**config.mk**
```make
export PLATFORM = sky130hd
export DESIGN_NAME = seven_seg_scan_ctrl
export DESIGN_NICKNAME = d
export VERILOG_FILES = /design/src/rtl/seven_seg_scan_ctrl.sv
export SDC_FILE = /design/constraint.sdc
export NUM_CORES = 1
export LEC_CHECK = 0
export BUFFER_PORTS_ARGS = -buffer_cell sky130_fd_sc_hd__clkbuf_2
export CELL_PAD_IN_SITES_DETAIL_PLACEMENT = 0
export CELL_PAD_IN_SITES_GLOBAL_PLACEMENT = 1
export CORE_MARGIN = 2
export CORE_UTILIZATION = 43
export DETAILED_ROUTE_END_ITERATION = 7
export PLACE_DENSITY_LB_ADDON = 0.05
export SETUP_SLACK_MARGIN = 0.15
export SYNTH_ARGS = -nofsm -noshare
export SYNTH_HDL_FRONTEND = slang
export SYNTH_SLANG_ARGS = --single-unit
```
**constraint.sdc**
```tcl
create_clock -name clk -period 1.91 [get_ports clk]
set_clock_uncertainty 0.15 [all_clocks]
set_input_delay 0.573 -clock clk [delete_from_list [all_inputs] [get_ports clk]]
set_output_delay 0.573 -clock clk [all_outputs]
set_load 0.05 [all_outputs]
```
**src/rtl/seven_seg_scan_ctrl.sv**
```systemverilog
// seven_seg_scan_ctrl: scans a double-buffered frame of 4-bit codes across
// NUM_DIGITS common-anode digits with dwell time and an anti-ghosting blank gap.
module seven_seg_scan_ctrl #(
    parameter int NUM_DIGITS   = 4,
    parameter int DWELL_CYCLES = 50000,
    parameter int BLANK_CYCLES = 500
) (
    input  logic                    clk,
    input  logic                    reset_n,
    input  logic                    enable,
    input  logic                    load_valid,
    output logic                    load_ready,
    input  logic [4*NUM_DIGITS-1:0] load_data,
    output logic [3:0]              dec_a,
    output logic [NUM_DIGITS-1:0]   digit_en_n,
    output logic                    frame_done
);

    localparam int MAXC = (DWELL_CYCLES > BLANK_CYCLES) ? DWELL_CYCLES
                                                        : BLANK_CYCLES;
    localparam int CW = (MAXC > 1) ? $clog2(MAXC) : 1;
    localparam int IW = $clog2(NUM_DIGITS);
    localparam int FW = 4 * NUM_DIGITS;

    localparam logic [CW-1:0] DWELL_LAST = CW'(DWELL_CYCLES - 1);
    localparam logic [CW-1:0] BLANK_LAST =
        (BLANK_CYCLES > 0) ? CW'(BLANK_CYCLES - 1) : '0;
    localparam logic [IW-1:0] IDX_LAST = IW'(NUM_DIGITS - 1);

    typedef enum logic {
        ST_BLANK,
        ST_SHOW
    } state_t;

    state_t          state_q, state_d;
    logic [IW-1:0]   idx_q, idx_d;
    logic [CW-1:0]   cnt_q, cnt_d;
    logic [FW-1:0]   active_q, active_d;
    logic [FW-1:0]   pending_q, pending_d;
    logic            pending_full_q, pending_full_d;

    logic            transfer;
    logic            commit;

    assign load_ready = ~pending_full_q;
    assign transfer   = load_valid && !pending_full_q;

    assign frame_done = (state_q == ST_SHOW) && (idx_q == IDX_LAST)
                        && (cnt_q == DWELL_LAST) && enable;

    // Swap buffers only at a frame boundary, or at once while dark.
    assign commit = pending_full_q && (frame_done || !enable);

    // Scan sequencer: blank gap, then dwell, per digit.
    always_comb begin
        state_d = state_q;
        idx_d   = idx_q;
        cnt_d   = cnt_q;
        if (!enable) begin
            state_d = ST_BLANK;
            idx_d   = '0;
            cnt_d   = '0;
        end else begin
            case (state_q)
                ST_BLANK: begin
                    if (BLANK_CYCLES == 0 || cnt_q == BLANK_LAST) begin
                        state_d = ST_SHOW;
                        cnt_d   = '0;
                    end else begin
                        cnt_d = cnt_q + CW'(1);
                    end
                end
                ST_SHOW: begin
                    if (cnt_q == DWELL_LAST) begin
                        cnt_d   = '0;
                        idx_d   = (idx_q == IDX_LAST) ? '0
                                                      : idx_q + IW'(1);
                        state_d = (BLANK_CYCLES == 0) ? ST_SHOW
                                                      : ST_BLANK;
                    end else begin
                        cnt_d = cnt_q + CW'(1);
                    end
                end
                default: begin
                    state_d = ST_BLANK;
                    cnt_d   = '0;
                end
            endcase
        end
    end

    // Frame buffers: accept into pending, promote to active on commit.
    always_comb begin
        active_d       = active_q;
        pending_d      = pending_q;
        pending_full_d = pending_full_q;
        if (commit) begin
            active_d       = pending_q;
            pending_full_d = 1'b0;
        end
        if (transfer) begin
            pending_d      = load_data;
            pending_full_d = 1'b1;
        end
    end

    // Digit select and anode drive straight from the registers.
    always_comb begin
        dec_a      = '0;
        digit_en_n = '1;
        for (int i = 0; i < NUM_DIGITS; i++) begin
            if (idx_q == IW'(i)) begin
                dec_a = active_q[4*i +: 4];
                if (state_q == ST_SHOW && enable) begin
                    digit_en_n[i] = 1'b0;
                end
            end
        end
    end

    // State registers with synchronous active-low reset.
    always_ff @(posedge clk) begin
        if (!reset_n) begin
            state_q        <= ST_BLANK;
            idx_q          <= '0;
            cnt_q          <= '0;
            active_q       <= '0;
            pending_q      <= '0;
            pending_full_q <= 1'b0;
        end else begin
            state_q        <= state_d;
            idx_q          <= idx_d;
            cnt_q          <= cnt_d;
            active_q       <= active_d;
            pending_q      <= pending_d;
            pending_full_q <= pending_full_d;
        end
    end

endmodule

```
After elaboration in Yosys (flattened, before gate mapping)
Index checks and enable logic that the tools add are counted.
{"block": "word_totals", "register_bits": 52, "latch_bits": 0, "ramBits": 0, "rom_bits": 0, "input_bits": 20, "out_inout_bits": 10, "wordCells": 46, "memories": 0}
{"block": "op_classes", "n_addsub": 2, "multipliers": 0, "div_mod_pow": 0, "order_cmp": 0, "n_eq_ne": 5, "shifts": 0, "n_mux": 18, "bitwise": 2, "n_reduce_logical": 13}
{"cell": "16-bit 2-to-1 mux", "count": 2}
{"cell": "16-bit one-hot mux with 2 select lines", "count": 1}
{"cell": "16-bit by 1-bit adder with 16-bit output, second input constant", "count": 1}
{"cell": "16-bit equality test, second input constant", "count": 1}
{"cell": "16-bit by 9-bit equality test with 1-bit output, second input constant", "count": 1}
{"cell": "4-bit 2-to-1 mux", "count": 4}
{"cell": "1-bit 2-to-1 mux", "count": 9}
{"cell": "1-bit logical AND", "count": 6}
{"cell": "2-bit equality test, second input constant", "count": 2}
{"cell": "2-bit AND reduction", "count": 2}
{"cell": "2-bit by 1-bit adder with 2-bit output, second input constant", "count": 1}
{"cell": "2-bit by 1-bit equality test with 1-bit output, second input constant", "count": 1}
{"cell": "1-bit zero test", "count": 2}
{"cell": "2-bit zero test", "count": 1}
{"cell": "2-bit 2-to-1 mux", "count": 1}
{"cell": "1-bit inverter", "count": 2}
{"cell": "1-bit one-hot mux with 2 select lines", "count": 1}
{"cell": "2-bit nonzero test", "count": 1}
{"cell": "1-bit logical OR", "count": 1}

Longest topological paths before layout
Gate-level depths: netlist (run 1).
{"block": "logic_depth", "ltp_word": 8, "ltp_mapped": 6, "depth_no_buf": 6}

Worst setup path before layout (run 1)
Ideal clock, no wire load.
{"block": "synth_timing", "path_kind": "register to output", "start": "register idx_q[0]", "end": "output frame_done", "arrival_ps": 2092, "required_ps": 1187, "slack_ps": -905, "path_stages_with_launch": 5, "path_buffers": 1, "path_cell_list": "dfxtp_1 ha_1 clkbuf_1 nand3_1 nor2_1"}
{"block": "synth_between", "elab_chain_len": 4}
{"element": "start, declared", "line_no": "36", "rtl": "logic [IW-1:0] idx_q, idx_d;"}
{"element": "start signal, assigned", "line_no": "132", "rtl": "idx_q <= idx_d;"}
{"element": "2-bit equality test", "line_no": "48", "rtl": "assign frame_done = (state_q == ST_SHOW) && (idx_q == IDX_LAST)"}
{"element": "1-bit logical AND", "line_no": "48"}
{"element": "1-bit logical AND (2 in series)", "line_no": "49", "rtl": "&& (cnt_q == DWELL_LAST) && enable;"}
{"element": "end, declared", "line_no": "16", "rtl": "output logic frame_done"}
No other way between the ends.

Final worst setup path (run 1)
{"block": "layout_timing", "start": "register idx_q[1]", "end": "output dec_a[2]"}
{"block": "layout_between", "elab_chain_len": 5}
{"element": "2-bit zero test", "line_no": "112", "rtl": "if (idx_q == IW'(i)) begin"}
{"element": "4-bit 2-to-1 mux (3 in series)", "line_no": "112"}
{"element": "4-bit 2-to-1 mux *", "line_no": "112"}
{"element": "end, declared", "line_no": "14", "rtl": "output logic [3:0] dec_a,"}
Mark *: on every way between the ends. The rest lies on a longest branch, timed or not.

==> impl_metrics.py, run 1 <==
metrics = {
    "setup_path": {
        "crit_fanout": 6,
        "cp_common_cell": "a21oi_2",
        "critPathMaxStageDelay_ns": 0.38,
        "crit_path_start_kind": "flip-flop",
        "cp.arrival_ns": 1.60,
        "crit_type": "flip-flop to primary output",
        "worstPathRequired_ns": 1.19,
        "startpoint": "idx_q[1]",
        "crit_slowest_cell": "dfxtp_4",
        "end_kind": "primary output",
        "crit_chain": "inv_4 > ha_4 > nand3b_1 > a21oi_2 > a21oi_2 > o21ai_4 > buf_12",
        "rr_startpoint": "cnt_q[10]",
    },
    "final_layout": {
        "areaGrowthSynthToFinish_pct": 51.0,
        "final_cells": 480,
        "fin_nets": 429,
        "diodes": 0,
        "design_area_um2": 4010,
        "drive_gt1_share_pct": 43.0,
    },
    "grt": {
        "grt_pass1_vias": 2238,
        "grt_overflow": 0,
        "grt_max_degree": 33,
        "antenna_found_initial": 0,
        "grt_pass1_wl_mm": 11.2,
        "grt_use_total_pct": 21.6,
    },
    "placement": {
        "port_buffers": 29,
        "placed_area_um2": 3320,
        "preCtsSetupSlack_ns": -0.0987,
        "gp_congestion": 0.818,
        "hpwl_mm": 4.73,
        "dp.cells": 460,
    },
    "power_and_ir_drop": {
        "leakage_nw": 1.52,
        "powerDensity_nw_per_um2": 557,
        "ir_drop_uv": 486,
    },
    "sta": {
        "tightestPinTransition_ns": 0.393,
        "final.period_utilization_pct": 122,
        "setup_viol": 14,
        "hold_viol_final": 0,
        "rsz0062_at_grt": "yes",
        "slew_headroom_pct": 73.8,
        "fmax_mhz": 430,
        "setup_slack_ns": -0.417,
        "period_minus_slack_ns": 2.33,
        "maxSlewViolCount": 0,
        "hold_ws_ns": 0.313,
        "tns_ns": -2.77,
    },
    "floorplan": {
        "ios": 30,
        "coreArea_um2": 5960,
        "dieWidth_um": 82.6,
        "dieHeight_um": 82.6,
        "placementRows": 28,
        "initial_core_util_pct": 44.6,
        "die_area_um2": 6820,
    },
    "yosys": {
        "synthCells": 338,
        "synth_top_area_share_pct": 39.2,
        "synth-edff-count": 0,
        "synth_warnings": 0,
        "avgSynthCellArea_um2": 7.85,
        "synth.most_common_cell": "nand2_1",
        "syn_area_um2": 2650,
        "async_flop_share_pct": 0,
        "ys_types": 44,
        "yosys-top-cells-area": "dfxtp_1, nand2_1, a21oi_1, a21boi_0, nor2_1",
        "yosys-top-cells-count": "nand2_1, dfxtp_1, nor2_1, a21oi_1, and3_1",
        "synthFlopType": "dfxtp_1",
        "syn-num-nets": 363,
        "yosysSeqAreaShare_pct": 39.2,
        "ys_ff_latch": 52,
        "yosysTopAreaCell": "dfxtp_1",
    },
    "clock_network": {
        "cts_sinks": 52,
        "cts_buffers": 5,
        "cts_tree": "yes",
        "insertion_delay_ns": 0.31,
        "root_buffer": "clkbuf_8",
        "clkTransAtPathRegs_ns": 0.10,
        "clock_path_buffers": 2,
        "cts_htree_levels": 2,
    },
    "routing": {
        "drt_pass1_iterations": 4,
        "drt_iter0_markers": 165,
        "post_drt_via_cell_ratio": 5.49,
        "wl_per_cell_um": 15.5,
        "ant_nets": 0,
        "vias": 2634,
        "wl_mm": 7.46,
        "drc_errors": 0,
    },
    "worst_hold_path": {
        "min_from": "pending_q[6]",
        "hold_path_class": "flip-flop to flip-flop",
    },
    "run": {
        "drv_cap": 0,
    },
    "run_status": {
        "violations": "setup timing",
        "outcome": "finished, violations left",
    },
}
[worst max-delay path, delay by kind of cell, from the launching register on]
family,cells,cell delay (ns)
fa+ha+maj,1,0.17
simple gates,1,0.17
compound gates,3,0.38
flops,1,0.38
buf+inv,2,0.20
[final timing paths]
path,depth (start not counted),end,slack (ns)
worst max-delay path,7,dec_a[2],-0.42
worst min-delay path,2,pending_q[6],0.31
worst max register to register,8,cnt_q[15],-0.02
worst min register to register,2,pending_q[6],0.31
[state kept, by name, indices dropped and copies added (netlist names)]
register and cells:
state_q 1, pending_q 16, idx_q 2, cnt_q 16
active_q 16, pending_full_q 1
[cell usage in the layout (no fill, tap or decap), drive strengths merged, types with 3 or more instances in the layout]
| master | n |
|---|---|
| and4 | 3 |
| and3 | 18 |
| buf | 57 |
| clkbuf | 29 |
| xnor2 | 5 |
| a21oi | 28 |
| nor2 | 32 |
| inv | 6 |
| o21ai | 5 |
| a21boi | 17 |
| o311ai | 16 |
| xor2 | 7 |
| or3 | 3 |
| ha | 5 |
| nand3b | 4 |
| nand3 | 8 |
| dfxtp | 52 |
| nand4 | 9 |
| nand2 | 82 |
[layout make-up]
class	instances	area [µm²]
repair buffers	80	781
clock inverters	2	11.3
flip-flops and latches	52	1060
well taps	75	93.8
clock buffers	6	93.8
multi-input cells	260	1940
fillers	500	1950
inverters	5	23.8
[stage by stage]
step           utilization (%)  power [mW]
2_1_floorplan                -        1.37
3_3_place_gp              55.8        1.49
3_5_place_dp              55.8        1.49
4_1_cts                   62.5        2.22
5_1_grt                   67.3        2.33
6_report                  67.3        2.23
[metal layers]
| layer | share of wire (%) | track usage (%) | wire (µm) | up-vias |
|---|---|---|---|---|
| met5 | 0 | 0 | 0 | - |
| met4 | 0.76 | 4.43 | 57 | 0 |
| met3 | 4.8 | 3.91 | 358 | 6 |
| met2 | 45 | 30.6 | 3360 | 56 |
| met1 | 49 | 33.7 | 3680 | 1255 |
| li1 | - | - | - | 1317 |
[where the power goes]
part / internal [mW] / switching, mW / total (mW)
Combinational: 0.161 / 0.181 / 0.342
Clock: 0.337 / 0.380 / 0.717
Sequential: 1.14 / 0.0364 / 1.17
[kinds of logic after synthesis]
family,synth area share (%)
mux,0.377
buf+inv,4.15
simple gates,32.4
compound gates,17.5
fa+ha+maj,2.36
xor+xnor,3.96
flops,39.2
[what timing repair did]
item                                   4_1_cts  5_1_grt
hold buffers                                 0        0
endpoints found under the hold margin        0        0
pin swaps                                   26       20
cloned                                       1        1
resized for setup                           56       63
setup endpoints to repair                   22       46
setup buffers                                7        3
(Power assumes the default switching activity.)
==> inputs of run 2 (changes only) <==
--- a/config.mk
+++ b/config.mk
@@ -13,6 +13,7 @@
 export DETAILED_ROUTE_END_ITERATION = 7
 export PLACE_DENSITY_LB_ADDON = 0.05
 export SETUP_SLACK_MARGIN = 0.15
+export SKIP_LAST_GASP = 1
 export SYNTH_ARGS = -nofsm -noshare
 export SYNTH_HDL_FRONTEND = slang
 export SYNTH_SLANG_ARGS = --single-unit
==> run 2 against run 1 <==
Net effect:
- the run still ends with setup timing left
- flip-flop and latch count did not move
- final cell count grew 0.21%
- combinational power fell by 2%
- setup slack got worse by 0.0041 ns
- cell area fell by 0.87%
- largest cell class unchanged
- largest power group unchanged
==> impl_metrics.py, run 2 (same netlist as run 1, synthesis figures left out) <==
metrics = {
    "setup_path": {
        "startpoint": "idx_q[1]",
        "crit_type": "flip-flop to primary output",
        "crit_buf_inv": 2,
        "critPathMaxStageDelay_ns": 0.38,
        "rr_startpoint": "cnt_q[10]",
        "path_depth": 7,
        "cp.arrival_ns": 1.61,
        "cp_top_family": "flip-flops",
        "r2r_setup_slack_ns": 0,
        "crit_path_start_kind": "flip-flop",
        "r2r-end": "cnt_q[15]",
        "worstPathRequired_ns": 1.19,
        "crit_chain": "inv_4 > ha_4 > nand3b_1 > a21oi_2 > a21oi_2 > o21ai_4 > buf_12",
        "end_kind": "primary output",
        "reg2reg_depth": 7,
        "crit_fanout": 6,
        "crit_slowest_cell": "dfxtp_4",
        "cp_common_cell": "a21oi_2",
        "endpoint": "dec_a[0]",
    },
    "clock_network": {
        "cts_buffers": 5,
        "clock_path_buffers": 2,
        "root_buffer": "clkbuf_8",
        "cts_htree_levels": 2,
        "clkTransAtPathRegs_ns": 0.10,
        "cts_tree": "yes",
        "insertion_delay_ns": 0.31,
        "cts_sinks": 52,
    },
    "placement": {
        "gp_congestion": 0.818,
        "hpwl_mm": 4.73,
        "placed_area_um2": 3320,
        "dp.cells": 460,
        "port_buffers": 29,
    },
    "final_layout": {
        "multi_input_area_um2": 1900,
        "diodes": 0,
        "layout_common_cells": "nand2_1, dfxtp_1, buf_4",
        "design_area_um2": 3970,
        "largestRegisters": "active_q x16, cnt_q x16, pending_q x16",
        "mostFrequentLayoutCell": "nand2_1",
        "areaGrowthSynthToFinish_pct": 49.6,
        "regArea_um2": 1060,
        "fin_nets": 430,
        "n_fill_cell": 504,
        "drive_gt1_share_pct": 41.9,
        "final_cells": 481,
    },
    "power_and_ir_drop": {
        "p_int_mw": 1.63,
        "ir_drop_uv": 485,
        "swShare_pct": 26.5,
        "powerDensity_nw_per_um2": 558,
        "power.total_mw": 2.22,
        "p_switching_mw": 0.587,
        "leakage_nw": 1.52,
        "p_seq_share_pct": 52.8,
        "pwr-share-clk_pct": 32.0,
        "comb_power_share_pct": 15.2,
    },
    "floorplan": {
        "coreArea_um2": 5960,
        "initial_core_util_pct": 44.6,
        "ios": 30,
        "dieHeight_um": 82.6,
        "dieWidth_um": 82.6,
        "die_area_um2": 6820,
        "placementRows": 28,
    },
    "routing": {
        "vias": 2639,
        "drt_iter0_markers": 162,
        "ant_nets": 0,
        "drt_pass1_iterations": 4,
        "wl_mm": 7.40,
        "post_drt_via_cell_ratio": 5.49,
        "wl_per_cell_um": 15.4,
        "drc_errors": 0,
    },
    "grt": {
        "grt_overflow": 0,
        "grt_pass1_wl_mm": 11.0,
        "grt_pass1_vias": 2213,
        "antenna_found_initial": 0,
        "grt_max_degree": 33,
        "grt_use_total_pct": 21.2,
    },
    "sta": {
        "slew_headroom_pct": 74.4,
        "maxSlewViolCount": 0,
        "setup_viol": 9,
        "setup_slack_ns": -0.421,
        "tightestPinTransition_ns": 0.385,
        "rsz0062_at_grt": "yes",
        "tns_ns": -2.84,
        "fmax_mhz": 429,
        "final.period_utilization_pct": 122,
        "period_minus_slack_ns": 2.33,
        "hold_viol_final": 0,
    },
    "run_status": {
        "violations": "setup timing",
        "outcome": "finished, violations left",
    },
    "run": {
        "drv_cap": 0,
    },
    "worst_hold_path": {
        "hold_path_class": "flip-flop to flip-flop",
    },
}
## run 2: cell types whose count changed in the layout (fill, tap and decap cells not counted), moves of 2 or more
cell / change
nor2_2: -2
nor2_4: +2
o311ai_2: -3
o311ai_1: +3
nand2_4: -2
## run 2: stage by stage
step / setup WS, ns / hold slack, ns / utilization (%)
global placement: -0.0846 / 0.292 / 55.8
floorplan: -0.0644 / 0.285 / -
finish: -0.421 / 0.312 / 66.7
global route: -0.504 / 0.333 / 66.7
detailed placement: -0.0987 / 0.303 / 55.8
CTS: -0.412 / 0.318 / 61.5
## run 2: worst min-delay path by stage
| stage | start | endpoint | slack [ns] | cells past startpoint |
|---|---|---|---|---|
| final | pending_q[6] | pending_q[6] | 0.31 | 2 |
| after global routing | load_data[11] | pending_q[11] | 0.33 | 3 |
| after CTS | pending_q[6] | pending_q[6] | 0.32 | 2 |
| after detailed placement | pending_q[6] | pending_q[6] | 0.30 | 2 |
| after global placement | pending_q[6] | pending_q[6] | 0.29 | 2 |
| after floorplan | pending_q[6] | pending_q[6] | 0.29 | 2 |
## run 2: layout make-up
class                   instances  share of cell area, %
clock inverters                 2                  0.284
multi-input cells             260                   47.9
flip-flops and latches         52                   26.8
repair buffers                 81                   19.8
inverters                       5                  0.536
clock buffers                   6                   2.36
well taps                      75                   2.36
## run 2: repair_timing
action / in CTS / in global routing
gates resized for setup: 44 / 67
pin swaps: 14 / 24
cloned: 1 / 1
endpoints found under the setup margin: 22 / 46
setup buffers: 7 / 4
hold buffers: 0 / 0
## run 2: power groups by stage
| stage | Sequential [mW] | Clock [mW] | Combinational (mW) |
|---|---|---|---|
| after floorplan | 1.18 | 0 | 0.188 |
| after global placement | 1.20 | 0 | 0.292 |
| after detailed placement | 1.19 | 0 | 0.297 |
| after CTS | 1.17 | 0.737 | 0.301 |
| after global routing | 1.18 | 0.778 | 0.366 |
| final | 1.17 | 0.710 | 0.336 |
## run 2: layer usage
metal	track usage, %	vias to the layer above	wire (µm)
met5	0	-	0
met3	3.91	11	436
met1	32.9	1247	3530
li1	-	1314	-
met4	4.43	0	107
met2	30.2	67	3320
## run 2: worst min-delay path, stage by stage, from the launching register on
cell and delay, ns:
dfxtp_1 0.32, nand2_1 0.05, a21boi_1 0.05
